**src/rtl/systolic_link_host.sv**
```systemverilog
// Host-side end of the 4-beat nibble link to the systolic tile.
// TX serializes a column/row frame (16-bit word + 4-bit control each) into
// one nibble and one control bit per beat, MSB first. RX rebuilds the frame
// the tile sends back and presents it for one cycle on rx_valid.
module systolic_link_host #(
  parameter int WORD_W = 16,
  parameter int BEATS  = 4
) (
  input  logic              clk,
  input  logic              rst_n,
  input  logic [WORD_W-1:0] tx_col_data,
  input  logic [BEATS-1:0]  tx_col_ctrl,
  input  logic [WORD_W-1:0] tx_row_data,
  input  logic [BEATS-1:0]  tx_row_ctrl,
  input  logic              tx_valid,
  output logic              tx_ready,
  output logic [3:0]        col_nib_o,
  output logic [3:0]        row_nib_o,
  output logic              col_ctrl_o,
  output logic              row_ctrl_o,
  input  logic [3:0]        rx_col_nib,
  input  logic [3:0]        rx_row_nib,
  input  logic              rx_col_ctrl,
  input  logic              rx_row_ctrl,
  output logic [WORD_W-1:0] rx_col_data,
  output logic [BEATS-1:0]  rx_col_ctrl_o,
  output logic [WORD_W-1:0] rx_row_data,
  output logic [BEATS-1:0]  rx_row_ctrl_o,
  output logic              rx_valid,
  output logic              rx_is_result,
  output logic [1:0]        beat_o
);

  localparam int         NIB_W     = WORD_W / BEATS;
  localparam logic [1:0] LAST_BEAT = 2'(BEATS - 1);

  logic [1:0] beat_reg;
  logic [1:0] beat_next;
  logic       last_beat;

  assign beat_next = beat_reg + 2'd1;
  assign last_beat = (beat_reg == LAST_BEAT);

  // Free-running beat counter, in lockstep with the tile's own counter.
  always_ff @(posedge clk or negedge rst_n) begin
    if (!rst_n) beat_reg <= '0;
    else        beat_reg <= beat_next;
  end

  // ---------------------------------------------------------------- TX
  logic [WORD_W-1:0] frm_col_data_reg, frm_row_data_reg;
  logic [BEATS-1:0]  frm_col_ctrl_reg, frm_row_ctrl_reg;
  logic [WORD_W-1:0] launch_col_data, launch_row_data;
  logic [BEATS-1:0]  launch_col_ctrl, launch_row_ctrl;
  logic [WORD_W-1:0] col_data_shift, row_data_shift;
  logic [BEATS-1:0]  col_ctrl_shift, row_ctrl_shift;
  logic [3:0]        col_nib_reg, row_nib_reg, col_nib_next, row_nib_next;
  logic              col_ctrl_reg, row_ctrl_reg, col_ctrl_next, row_ctrl_next;

  // Pick the frame to launch (idle pass frame when nothing is offered) and
  // the nibble/bit that belongs to the next beat.
  always_comb begin
    launch_col_data = '0;
    launch_col_ctrl = '0;
    launch_row_data = '0;
    launch_row_ctrl = '0;
    if (tx_valid) begin
      launch_col_data = tx_col_data;
      launch_col_ctrl = tx_col_ctrl;
      launch_row_data = tx_row_data;
      launch_row_ctrl = tx_row_ctrl;
    end
    // Left-shifting by the next beat's offset brings its nibble to the top.
    col_data_shift = frm_col_data_reg << (NIB_W * int'(beat_next));
    row_data_shift = frm_row_data_reg << (NIB_W * int'(beat_next));
    col_ctrl_shift = frm_col_ctrl_reg << beat_next;
    row_ctrl_shift = frm_row_ctrl_reg << beat_next;
    if (last_beat) begin
      col_nib_next  = launch_col_data[WORD_W-1 -: NIB_W];
      row_nib_next  = launch_row_data[WORD_W-1 -: NIB_W];
      col_ctrl_next = launch_col_ctrl[BEATS-1];
      row_ctrl_next = launch_row_ctrl[BEATS-1];
    end else begin
      col_nib_next  = col_data_shift[WORD_W-1 -: NIB_W];
      row_nib_next  = row_data_shift[WORD_W-1 -: NIB_W];
      col_ctrl_next = col_ctrl_shift[BEATS-1];
      row_ctrl_next = row_ctrl_shift[BEATS-1];
    end
  end

  // Capture the frame at the beat-3 edge and register the pin outputs so
  // they only ever change at a clock edge.
  always_ff @(posedge clk or negedge rst_n) begin
    if (!rst_n) begin
      frm_col_data_reg <= '0;
      frm_col_ctrl_reg <= '0;
      frm_row_data_reg <= '0;
      frm_row_ctrl_reg <= '0;
      col_nib_reg      <= '0;
      row_nib_reg      <= '0;
      col_ctrl_reg     <= 1'b0;
      row_ctrl_reg     <= 1'b0;
    end else begin
      if (last_beat) begin
        frm_col_data_reg <= launch_col_data;
        frm_col_ctrl_reg <= launch_col_ctrl;
        frm_row_data_reg <= launch_row_data;
        frm_row_ctrl_reg <= launch_row_ctrl;
      end
      col_nib_reg  <= col_nib_next;
      row_nib_reg  <= row_nib_next;
      col_ctrl_reg <= col_ctrl_next;
      row_ctrl_reg <= row_ctrl_next;
    end
  end

  // ---------------------------------------------------------------- RX
  // Nibbles arrive MSB first, so shifting in from the bottom places beat b
  // at position b once the fourth nibble lands.
  logic [WORD_W-1:0] rx_col_asm_reg, rx_row_asm_reg, col_asm_next, row_asm_next;
  logic [BEATS-1:0]  rx_col_cb_reg, rx_row_cb_reg, col_cb_next, row_cb_next;
  logic [WORD_W-1:0] rx_col_data_reg, rx_row_data_reg;
  logic [BEATS-1:0]  rx_col_ctrl_reg, rx_row_ctrl_reg;
  logic              rx_valid_reg, rx_is_result_reg;
  logic              frame_is_result;

  assign col_asm_next = {rx_col_asm_reg[WORD_W-NIB_W-1:0], rx_col_nib};
  assign row_asm_next = {rx_row_asm_reg[WORD_W-NIB_W-1:0], rx_row_nib};
  assign col_cb_next  = {rx_col_cb_reg[BEATS-2:0], rx_col_ctrl};
  assign row_cb_next  = {rx_row_cb_reg[BEATS-2:0], rx_row_ctrl};
  // Address field [3:2] >= 2 is exactly "bit 3 set".
  assign frame_is_result = col_cb_next[BEATS-1] | row_cb_next[BEATS-1];

  // Assemble incoming beats and publish the completed frame after beat 3.
  always_ff @(posedge clk or negedge rst_n) begin
    if (!rst_n) begin
      rx_col_asm_reg   <= '0;
      rx_row_asm_reg   <= '0;
      rx_col_cb_reg    <= '0;
      rx_row_cb_reg    <= '0;
      rx_col_data_reg  <= '0;
      rx_row_data_reg  <= '0;
      rx_col_ctrl_reg  <= '0;
      rx_row_ctrl_reg  <= '0;
      rx_valid_reg     <= 1'b0;
      rx_is_result_reg <= 1'b0;
    end else begin
      rx_col_asm_reg   <= col_asm_next;
      rx_row_asm_reg   <= row_asm_next;
      rx_col_cb_reg    <= col_cb_next;
      rx_row_cb_reg    <= row_cb_next;
      rx_valid_reg     <= last_beat;
      rx_is_result_reg <= last_beat & frame_is_result;
      if (last_beat) begin
        rx_col_data_reg <= col_asm_next;
        rx_row_data_reg <= row_asm_next;
        rx_col_ctrl_reg <= col_cb_next;
        rx_row_ctrl_reg <= row_cb_next;
      end
    end
  end

  assign tx_ready      = last_beat;
  assign col_nib_o     = col_nib_reg;
  assign row_nib_o     = row_nib_reg;
  assign col_ctrl_o    = col_ctrl_reg;
  assign row_ctrl_o    = row_ctrl_reg;
  assign rx_col_data   = rx_col_data_reg;
  assign rx_col_ctrl_o = rx_col_ctrl_reg;
  assign rx_row_data   = rx_row_data_reg;
  assign rx_row_ctrl_o = rx_row_ctrl_reg;
  assign rx_valid      = rx_valid_reg;
  assign rx_is_result  = rx_is_result_reg;
  assign beat_o        = beat_reg;

endmodule

```
**config.mk**
```make
export PLATFORM = sky130hd
export DESIGN_NAME = systolic_link_host
export DESIGN_NICKNAME = d
export VERILOG_FILES = /design/src/rtl/systolic_link_host.sv
export SDC_FILE = /design/constraint.sdc
export NUM_CORES = 1
export LEC_CHECK = 0
export ABC_AREA = 1
export BUFFER_PORTS_ARGS = -buffer_cell sky130_fd_sc_hd__clkbuf_2
export CORE_UTILIZATION = 50
export DETAILED_ROUTE_END_ITERATION = 10
export PLACE_DENSITY = 0.85
export SYNTH_ARGS = -nofsm -noshare
export SYNTH_HDL_FRONTEND = slang
export SYNTH_SLANG_ARGS = --single-unit
```
**constraint.sdc**
```tcl
create_clock -name clk -period 4.05 [get_ports clk]
set_clock_uncertainty 0.1 [all_clocks]
set_input_delay 1.215 -clock clk [delete_from_list [all_inputs] [get_ports clk]]
set_output_delay 1.215 -clock clk [all_outputs]
set_load 0.05 [all_outputs]
```
==> summary.txt <==
worst hold start: rx_row_asm_reg[6]
sequential element share of the synthesized area: 69.2%
Final Max Slew Viols: 0
CTS Buf Count: 17
Final ANT Viol Nets: 0
GR Overflow Total: 0
final hold vios: 0
Max-cap violations: 0
core box area: 0.00872 mm2
f_max: 310 MHz
setup bufs post-CTS: 0
Gate Count Post-Synth: 414
family with the most delay on the worst path: flip-flops
r2r endpoint: frm_row_data_reg[8]
mapped cell area: 0.00448 mm2
Die Y: 96.7 um
share of layout cells above drive strength 1: 29.1%
CP max stage delay: 0.84 ns
hold slack final: 0.272 ns
most frequent cells in the layout: nand2_1 (191), dfrtp_1 (124), clkbuf_2 (106), nand3_1 (30), a22o_1 (30)
Core Util, Final: 64.5%
Detailed Place HPWL: 5820 um
Post-DP Area: 0.00503 mm2
Final min period: 3.22 ns
Crit-path slowest cell: dfrtp_1
count of final setup violators: 0
non-filler instance count after layout: 640
CP required: 2.73 ns
vias: 3,225
die area: 0.00935 mm2
# DRC: 0
CP Capture Type: primary output
DR iter-0 viols: 232
worst skew pair latency: 0.51 ns
status: finished clean
setup slack after layout: 0.826 ns
antenna cells: 0
Final period util: 79.6%
starting density of the core: 51.4%
Hold EP: rx_row_asm_reg[10]
R2R cell count: 4
Place WS: 1.37 ns
CP arrival: 1.91 ns
pwr/cell area: 541 mW/mm2
RD Place Congestion: 0.861
H-tree depth: 4
die width: 96.7 um
Unique masters post-synth: 12
final instance area: 0.00563 mm2
per-cell routed wire length: 14.2 um
worst-case vdd ir drop: 0.266 mV
Port-buffer cells: 107
Leak: 3.01 nW
Yosys warning total: 0
CTS tree: yes
Gates resized, CTS repair: 0
largest net degree at the start of global routing: 91
worst slew pin tran: 0.860 ns
NumNets Final: 573
critical path peak fanout: 23
initial antenna violation count: 0
CTS Root Cell: clkbuf_8
DP Cell Count: 608
RSZ-0062 raised after global routing: no
overall power: 3.04 mW
Worst Hold Depth: 0
number of global-route vias before repair: 3,169
Slew headroom: 42.7%
hold buffers post-CTS: 0
critical path cell sequence: ha_1, clkbuf_2
Pre-antenna DRT Iters: 5
Worst R2R Setup Slack: 1.46 ns
WL final: 9060 um
type of the tightest min-delay check: flop to flop
synthesis-stage register bit count: 124
commonest non-fill, non-tap cell in the layout: nand2_1
I/O pin cnt: 108
clock-pin slew on the worst setup and hold paths: 0.06 ns
clock sink total: 124
critical path type: flop to primary output
syn avg cell area: 10.8 um2
GR Util All Layers: 20.7%
Worst setup SP type: flop
Post-Synthesis Net Count: 468
CP bufs+invs: 1
DR vias/cell: 5.04
R2R Path Start: beat_o[0]
Area growth, synth to finish: 25.5%
clk buf depth: 2
setup TNS: 0 ns
first-pass GRT wire length: 15,200 um
row cnt: 34
-- routing by layer --
metal / vias up / global-route usage, % / routed length [um]
met2: 103 / 32.9 / 4510
li1: 1548 / - / -
met3: 10 / 5.85 / 440
met4: 0 / 7.58 / 106
met5: - / 0 / 0
met1: 1564 / 27.4 / 4010
-- area by class of cell --
class | instances | area (um2)
clock buffer | 17 | 414
clock inverter | 15 | 178
fill | 657 | 3090
inverter | 4 | 20.0
multi-input combinational | 263 | 1210
sequential | 124 | 3100
tap | 108 | 135
timing repair buffer | 109 | 566
-- synth_stat cells --
library cell  number  area share (%)
ha_1               1            0.28
dfrtp_1          124              69
inv_2              1           0.084
inv_4              2            0.28
clkinv_1           1           0.084
buf_4              1            0.17
a22o_1            30             5.9
buf_6              5             1.3
nand2_2           11             1.5
buf_2             17             1.9
nand3_1           30             3.3
nand2_1          191              16
-- report_power, final --
group,switching (mW),internal [mW],total [mW],leakage [nW]
Clock,0.587,0.899,1.49,0.287
Sequential,0.0321,1.30,1.33,1.51
Combinational,0.160,0.0644,0.224,1.21
-- cells by family (layout without fill, tap and decap cells) --
group | count (synthesis) | count (layout) | synth area share, %
flip-flops | 124 | 124 | 69.2
AND/OR/NAND/NOR | 232 | 232 | 20.9
AO/OA/AOI/OAI | 30 | 30 | 5.86
buffers and inverters | 27 | 145 | 3.77
adder cells (fa/ha/maj) | 1 | 1 | 0.279
-- worst max path at each step --
stage / depth (start not counted) / slack [ns] / endpoint / from
floorplan: 1 / 1.48 / tx_ready / beat_o[0]
global placement: 2 / 1.37 / tx_ready / beat_o[0]
detailed placement: 2 / 1.37 / tx_ready / beat_o[0]
CTS: 2 / 0.81 / tx_ready / beat_o[0]
global route: 2 / 0.70 / tx_ready / beat_o[0]
finish: 2 / 0.83 / tx_ready / beat_o[0]
Power figures use the tool's default switching activity.
